### src/rtl/mem_arbiter_pkg.sv
// Shared types and constants for the instruction/data memory arbiter.
package mem_arbiter_pkg;

    typedef enum logic [1:0] {
        IDLE = 2'd0,
        HOLD = 2'd1,
        WAIT = 2'd2
    } state_t;

    typedef enum logic {
        IMEM = 1'b0,
        DMEM = 1'b1
    } owner_t;

    localparam logic [3:0] FETCH_MASK = 4'b1111;
    localparam int unsigned CNT_W     = 4;

    // Clears the byte-offset bits so the backing memory only sees word addresses.
    function automatic logic [31:0] word_align(input logic [31:0] addr);
        return addr & 32'hFFFF_FFFC;
    endfunction

endpackage

### src/rtl/arb_starve_cnt.sv
// Saturating count of consecutive data grants taken while a fetch waits.
module arb_starve_cnt
    import mem_arbiter_pkg::*;
#(
    parameter int unsigned STARVE_LIMIT = 4
) (
    input  logic i_clk,
    input  logic i_rst_n,
    input  logic i_inc,
    input  logic i_clr,
    output logic o_at_limit
);

    localparam logic [CNT_W-1:0] LIMIT = CNT_W'(STARVE_LIMIT);

    logic [CNT_W-1:0] cnt_q;
    logic [CNT_W-1:0] cnt_d;

    // Next count: clear wins over increment, increment saturates at the limit.
    always_comb begin
        cnt_d = cnt_q;
        if (i_clr) begin
            cnt_d = {CNT_W{1'b0}};
        end else if (i_inc && (cnt_q < LIMIT)) begin
            cnt_d = cnt_q + {{(CNT_W-1){1'b0}}, 1'b1};
        end else begin
            cnt_d = cnt_q;
        end
    end

    // Counter register with synchronous active-low reset.
    always_ff @(posedge i_clk) begin
        if (!i_rst_n) begin
            cnt_q <= {CNT_W{1'b0}};
        end else begin
            cnt_q <= cnt_d;
        end
    end

    assign o_at_limit = (cnt_q >= LIMIT);

endmodule

### src/rtl/mem_arbiter.sv
// Arbitrates one backing memory port between fetch and data requesters,
// one outstanding transaction at a time, data-first with a fetch starvation guard.
module mem_arbiter
    import mem_arbiter_pkg::*;
#(
    parameter int unsigned STARVE_LIMIT = 4
) (
    input  logic        i_clk,
    input  logic        i_rst_n,
    input  logic        i_imem_req,
    input  logic [31:0] i_imem_addr,
    output logic        o_imem_ready,
    output logic        o_imem_valid,
    output logic [31:0] o_imem_rdata,
    input  logic        i_dmem_req,
    input  logic [31:0] i_dmem_addr,
    input  logic        i_dmem_wen,
    input  logic [31:0] i_dmem_wdata,
    input  logic [3:0]  i_dmem_mask,
    output logic        o_dmem_ready,
    output logic        o_dmem_valid,
    output logic [31:0] o_dmem_rdata,
    output logic        o_mem_req,
    output logic [31:0] o_mem_addr,
    output logic        o_mem_wen,
    output logic [31:0] o_mem_wdata,
    output logic [3:0]  o_mem_mask,
    input  logic        i_mem_ready,
    input  logic        i_mem_valid,
    input  logic [31:0] i_mem_rdata
);

    state_t state_q;
    state_t state_d;
    owner_t owner_q;
    owner_t owner_d;

    logic   at_limit_s;
    logic   grant_s;
    owner_t sel_s;
    logic   present_s;
    logic   accept_s;
    logic   resp_s;
    logic   starve_inc_s;
    logic   starve_clr_s;

    // Grant selection: fresh arbitration only in IDLE, frozen owner in HOLD.
    always_comb begin
        grant_s = 1'b0;
        sel_s   = owner_q;
        case (state_q)
            IDLE: begin
                if (i_dmem_req && (!at_limit_s || !i_imem_req)) begin
                    grant_s = 1'b1;
                    sel_s   = DMEM;
                end else if (i_imem_req) begin
                    grant_s = 1'b1;
                    sel_s   = IMEM;
                end else begin
                    grant_s = 1'b0;
                    sel_s   = owner_q;
                end
            end
            HOLD: begin
                grant_s = 1'b1;
                sel_s   = owner_q;
            end
            default: begin
                grant_s = 1'b0;
                sel_s   = owner_q;
            end
        endcase
    end

    // Reset masks the request so nothing is presented or accepted while it is low.
    assign present_s = grant_s && i_rst_n;
    assign accept_s  = present_s && i_mem_ready;
    assign resp_s    = (state_q == WAIT) && i_mem_valid && i_rst_n;

    // Starvation bookkeeping: only a data accept with fetch still waiting counts up.
    assign starve_inc_s = accept_s && (sel_s == DMEM) && i_imem_req;
    assign starve_clr_s = accept_s && ((sel_s == IMEM) || !i_imem_req);

    arb_starve_cnt #(
        .STARVE_LIMIT (STARVE_LIMIT)
    ) u_starve (
        .i_clk      (i_clk),
        .i_rst_n    (i_rst_n),
        .i_inc      (starve_inc_s),
        .i_clr      (starve_clr_s),
        .o_at_limit (at_limit_s)
    );

    // Next-state and owner capture for the IDLE/HOLD/WAIT transaction FSM.
    always_comb begin
        state_d = state_q;
        owner_d = owner_q;
        case (state_q)
            IDLE: begin
                if (grant_s) begin
                    owner_d = sel_s;
                    state_d = i_mem_ready ? WAIT : HOLD;
                end else begin
                    state_d = IDLE;
                end
            end
            HOLD: begin
                if (i_mem_ready) begin
                    state_d = WAIT;
                end else begin
                    state_d = HOLD;
                end
            end
            WAIT: begin
                if (i_mem_valid) begin
                    state_d = IDLE;
                end else begin
                    state_d = WAIT;
                end
            end
            default: begin
                state_d = IDLE;
            end
        endcase
    end

    // State and owner registers; a reset mid-transaction abandons the response.
    always_ff @(posedge i_clk) begin
        if (!i_rst_n) begin
            state_q <= IDLE;
            owner_q <= IMEM;
        end else begin
            state_q <= state_d;
            owner_q <= owner_d;
        end
    end

    // Request mux toward memory, requester readys and response routing.
    always_comb begin
        o_mem_req    = present_s;
        o_mem_addr   = word_align(i_imem_addr);
        o_mem_wen    = 1'b0;
        o_mem_wdata  = 32'h0000_0000;
        o_mem_mask   = FETCH_MASK;
        o_imem_ready = 1'b0;
        o_dmem_ready = 1'b0;
        o_imem_valid = 1'b0;
        o_dmem_valid = 1'b0;
        o_imem_rdata = 32'h0000_0000;
        o_dmem_rdata = 32'h0000_0000;
        if (sel_s == DMEM) begin
            o_mem_addr   = word_align(i_dmem_addr);
            o_mem_wen    = present_s && i_dmem_wen;
            o_mem_wdata  = i_dmem_wdata;
            o_mem_mask   = i_dmem_mask;
            o_dmem_ready = accept_s;
        end else begin
            o_imem_ready = accept_s;
        end
        if (resp_s && (owner_q == DMEM)) begin
            o_dmem_valid = 1'b1;
            o_dmem_rdata = i_mem_rdata;
        end else if (resp_s) begin
            o_imem_valid = 1'b1;
            o_imem_rdata = i_mem_rdata;
        end else begin
            o_imem_valid = 1'b0;
            o_dmem_valid = 1'b0;
        end
    end

endmodule

### config.mk
export PLATFORM = sky130hd
export DESIGN_NAME = mem_arbiter
export DESIGN_NICKNAME = d
export VERILOG_FILES = /design/src/rtl/mem_arbiter_pkg.sv /design/src/rtl/arb_starve_cnt.sv /design/src/rtl/mem_arbiter.sv
export SDC_FILE = /design/constraint.sdc
export NUM_CORES = 1
export LEC_CHECK = 0
export CAP_MARGIN = 25
export CORE_AREA = 2 2 109 111
export CTS_CLUSTER_DIAMETER = 100
export DETAILED_ROUTE_END_ITERATION = 8
export DIE_AREA = 0 0 111 113
export DONT_BUFFER_PORTS = 1
export PLACE_DENSITY = 0.32
export SLEW_MARGIN = 20
export SYNTH_ARGS = -nofsm -noshare
export SYNTH_HDL_FRONTEND = slang
export SYNTH_SLANG_ARGS = --single-unit
### constraint.sdc
create_clock -name i_clk -period 2.5 [get_ports i_clk]
set_clock_uncertainty 0.15 [all_clocks]
set_input_delay 0.5 -clock i_clk [delete_from_list [all_inputs] [get_ports i_clk]]
set_output_delay 0.5 -clock i_clk [all_outputs]
set_load 0.01 [all_outputs]
==> flow_results.xml <==
<?xml version="1.0" encoding="UTF-8"?>
<metrics>
  <group name="synth">
    <metric name="synthTopCellsByArea" unit="">and2_1 (43%), mux2_2 (23%), dfxtp_1 (9.7%)</metric>
    <metric name="synth_cells" unit="">190</metric>
    <metric name="async_flop_share" unit="%">0</metric>
    <metric name="yosys.cell_count.top_type" unit="">and2_1</metric>
    <metric name="syn-cell-area" unit="µm²">1440</metric>
    <metric name="synth_top_area_cell" unit="">and2_1</metric>
    <metric name="postSynthAreaPerCell" unit="µm²">7.58</metric>
    <metric name="ys_ff_latch" unit="">7</metric>
    <metric name="synth.yosys.warnings" unit="">0</metric>
    <metric name="synth_top_flop_cell" unit="">dfxtp_1</metric>
    <metric name="synth_edf_count" unit="">0</metric>
    <metric name="synth.top_cells.by_count" unit="">and2_1 (99), mux2_2 (30), clkbuf_1 (9)</metric>
    <metric name="synth.yosys.seq_area_share" unit="%">9.73</metric>
    <metric name="synth.top_cell.area_share" unit="%">43.0</metric>
    <metric name="post_synth_num_cell_types" unit="">29</metric>
  </group>
  <group name="clock_tree">
    <metric name="clock_sink_count" unit="">7</metric>
    <metric name="clkLatencyLatePin" unit="ps">230</metric>
    <metric name="tritoncts" unit="">done</metric>
    <metric name="holdBufCountCts" unit="">0</metric>
    <metric name="numCtsBuffers" unit="">3</metric>
    <metric name="h-tree-depth" unit="">1</metric>
    <metric name="clockBufferDepth" unit="">2</metric>
    <metric name="worst_setup_hold_path_clk_slew" unit="ps">40</metric>
    <metric name="ctsRootBufferMaster" unit="">clkbuf_16</metric>
  </group>
  <group name="sta">
    <metric name="maxSlewViolCount" unit="">0</metric>
    <metric name="finalSetupViolCount" unit="">0</metric>
    <metric name="min_clock_period_post_route" unit="ps">2470</metric>
    <metric name="max_freq" unit="MHz">405</metric>
    <metric name="unrepaired_setup_endpoints_after_global_routing" unit="">yes</metric>
    <metric name="final_critical_path_setup_slack" unit="ps">30.4</metric>
    <metric name="final_min_period_over_clock_period" unit="%">98.8</metric>
    <metric name="timing.final.hold_violations" unit="">0</metric>
    <metric name="hold_ws" unit="ps">187</metric>
    <metric name="tns_setup" unit="ps">0</metric>
  </group>
  <group name="detailed_routing">
    <metric name="drc_markers" unit="">0</metric>
    <metric name="detailedRoute.firstIterationViolations" unit="">40</metric>
    <metric name="highest-signal-layer" unit="">met5</metric>
    <metric name="wl" unit="mm">6.85</metric>
    <metric name="met3_length" unit="µm">778</metric>
    <metric name="drt-pass1-iter-count" unit="">4</metric>
    <metric name="vias" unit="">1411</metric>
    <metric name="drt.antenna.violating_nets" unit="">0</metric>
    <metric name="m1WireLength" unit="mm">2.26</metric>
    <metric name="detail_route.vias_per_cell" unit="">4.26</metric>
    <metric name="wl_per_cell" unit="µm">20.7</metric>
    <metric name="dr_wl_met2" unit="mm">3.61</metric>
  </group>
  <group name="worst_setup_path">
    <metric name="r2r.worst_path.cells" unit="">4</metric>
    <metric name="capturing_element_of_the_worst_setup_path" unit="">o_mem_addr[18]</metric>
    <metric name="timing.critical_path.arrival" unit="ps">1820</metric>
    <metric name="timing.setup.critical_path_class" unit="">flip-flop to primary output</metric>
    <metric name="crit_path_max_fanout" unit="">25</metric>
    <metric name="r2r_end" unit="">u_starve.cnt_q[1]</metric>
    <metric name="startpoint_type" unit="">flip-flop</metric>
    <metric name="cp-end-kind" unit="">primary output</metric>
    <metric name="worstSetupStartpoint" unit="">u_starve.cnt_q[3]</metric>
    <metric name="r2r_setup_slack" unit="ps">920</metric>
    <metric name="r2r_start" unit="">u_starve.cnt_q[3]</metric>
    <metric name="required" unit="ps">1850</metric>
  </group>
  <group name="power_and_ir_drop">
    <metric name="power_density_relative_to_cell_area" unit="nW/µm²">440</metric>
    <metric name="ir_worst_vdd" unit="mV">0.151</metric>
    <metric name="leakage" unit="µW">0.000653</metric>
  </group>
  <group name="layout">
    <metric name="drive_above_1_share" unit="%">24.1</metric>
    <metric name="instances_no_fill" unit="">331</metric>
    <metric name="finalInstanceArea" unit="µm²">1720</metric>
    <metric name="layout.nets" unit="">328</metric>
    <metric name="num-fill-cells" unit="">1290</metric>
    <metric name="areaGrowthSynthToFinish" unit="%">19.5</metric>
  </group>
  <group name="placement">
    <metric name="detailedPlace.worstSlack" unit="ps">64.7</metric>
    <metric name="place_inst" unit="">324</metric>
    <metric name="gp_congestion" unit="">0.805</metric>
    <metric name="io_buffers" unit="">0</metric>
    <metric name="total_half_perimeter_wirelength_after_legalization_and_detailed_placement" unit="mm">5.96</metric>
    <metric name="placedInstanceArea" unit="µm²">1600</metric>
  </group>
  <group name="die">
    <metric name="start_util" unit="%">12.8</metric>
    <metric name="fp.dieArea" unit="µm²">12500</metric>
    <metric name="num_rows" unit="">39</metric>
    <metric name="ioPinCount" unit="">277</metric>
    <metric name="core_area" unit="µm²">11300</metric>
    <metric name="chipWidth" unit="µm">111</metric>
    <metric name="dieHeight" unit="µm">113</metric>
  </group>
  <group name="grt">
    <metric name="antenna_found_initial" unit="">2</metric>
    <metric name="gr-total-overflow" unit="">0</metric>
    <metric name="grtUsageTotal" unit="%">8.84</metric>
    <metric name="grt_pass1_vias" unit="">1321</metric>
    <metric name="maximum_number_of_pins_on_one_net_before_global_route_repair" unit="">50</metric>
    <metric name="global_route_wire_length_before_repair" unit="mm">8.20</metric>
  </group>
  <group name="min_path">
    <metric name="hold-path-cell-count" unit="">1</metric>
    <metric name="holdCritPathClass" unit="">primary input to flip-flop</metric>
  </group>
  <group name="status">
    <metric name="outcome" unit="">completed</metric>
  </group>
  <group name="flow_run">
    <metric name="cap_viol_max_count" unit="">0</metric>
  </group>
</metrics>
-- metal layers --
metal	track usage, %	up-vias
met5	0	-
met4	3.83	2
met3	3.00	12
met2	16.8	173
met1	8.75	621
li1	-	603
-- kinds of logic after synthesis --
logic type / count (synthesis) / synth area share, %
fa+ha+maj: 1 / 0.869
other cells: 1 / 0.260
buf+inv: 19 / 7.12
mux: 30 / 23.5
compound gates: 10 / 6.26
flops: 7 / 9.73
simple gates: 122 / 52.3
-- cells in the final DEF (no fill, tap or decap), types with 2 or more instances in the layout --
cell type,count
nor3_2,2
nand2b_1,4
nor2b_1,2
dfxtp_1,7
nand2_1,2
clkbuf_16,4
mux2_2,29
o211ai_1,2
and3b_1,2
and2_1,99
conb_1,2
inv_1,4
buf_4,4
o21ai_0,2
nor2_1,5
-- flip-flops by register name (all words and copies together), names as in the netlist --
| register | count |
|---|---|
| u_starve.cnt_q | 4 |
| state_q | 2 |
| owner_q | 1 |
-- metrics by stage --
step / power [µW] / utilization, %
after floorplan: 404 / -
after global placement: 464 / 14.2
after detailed placement: 466 / 14.2
after CTS: 748 / 14.9
after global routing: 788 / 15.3
final: 757 / 15.3
-- layout make-up --
cell class / count / area [µm²] / share of cell area (%)
diodes: 1 / 2.50 / 0.145
flip-flops and latches: 7 / 140 / 8.15
multi-input cells: 165 / 1210 / 70.6
well taps: 143 / 179 / 10.4
repair buffers: 7 / 90.1 / 5.24
inverters: 4 / 15.0 / 0.873
clock buffers: 4 / 78.8 / 4.58
-- critical path, stage by stage, from the launching register on --
cell and delay (ps):
dfxtp_1 330, or3b_4 420, a31oi_4 220, buf_12 200, mux2_2 400
-- where the power goes --
group | internal [µW] | leakage, µW | switching, µW
Clock | 212 | 0.0000382 | 62.3
Combinational | 145 | 0.000558 | 215
Sequential | 117 | 0.0000571 | 4.79
-- repair_timing --
| item | in CTS | in global routing |
|---|---|---|
| pin swaps | 0 | 1 |
| cloned | 0 | 1 |
| buffers inserted | 0 | 1 |
| gates resized for setup | 1 | 2 |
| endpoints found under the setup margin | 24 | 30 |
-- worst min-delay path by stage --
stage / from / endpoint / slack, ps
detailed placement: u_starve.cnt_q[1] / u_starve.cnt_q[1] / 330
global route: i_mem_ready / state_q[0] / 190
global placement: u_starve.cnt_q[1] / u_starve.cnt_q[1] / 320
finish: i_mem_ready / state_q[0] / 190
floorplan: u_starve.cnt_q[1] / u_starve.cnt_q[1] / 300
CTS: i_mem_ready / state_q[0] / 190
Note: power is estimated with default switching activity, not from simulation.
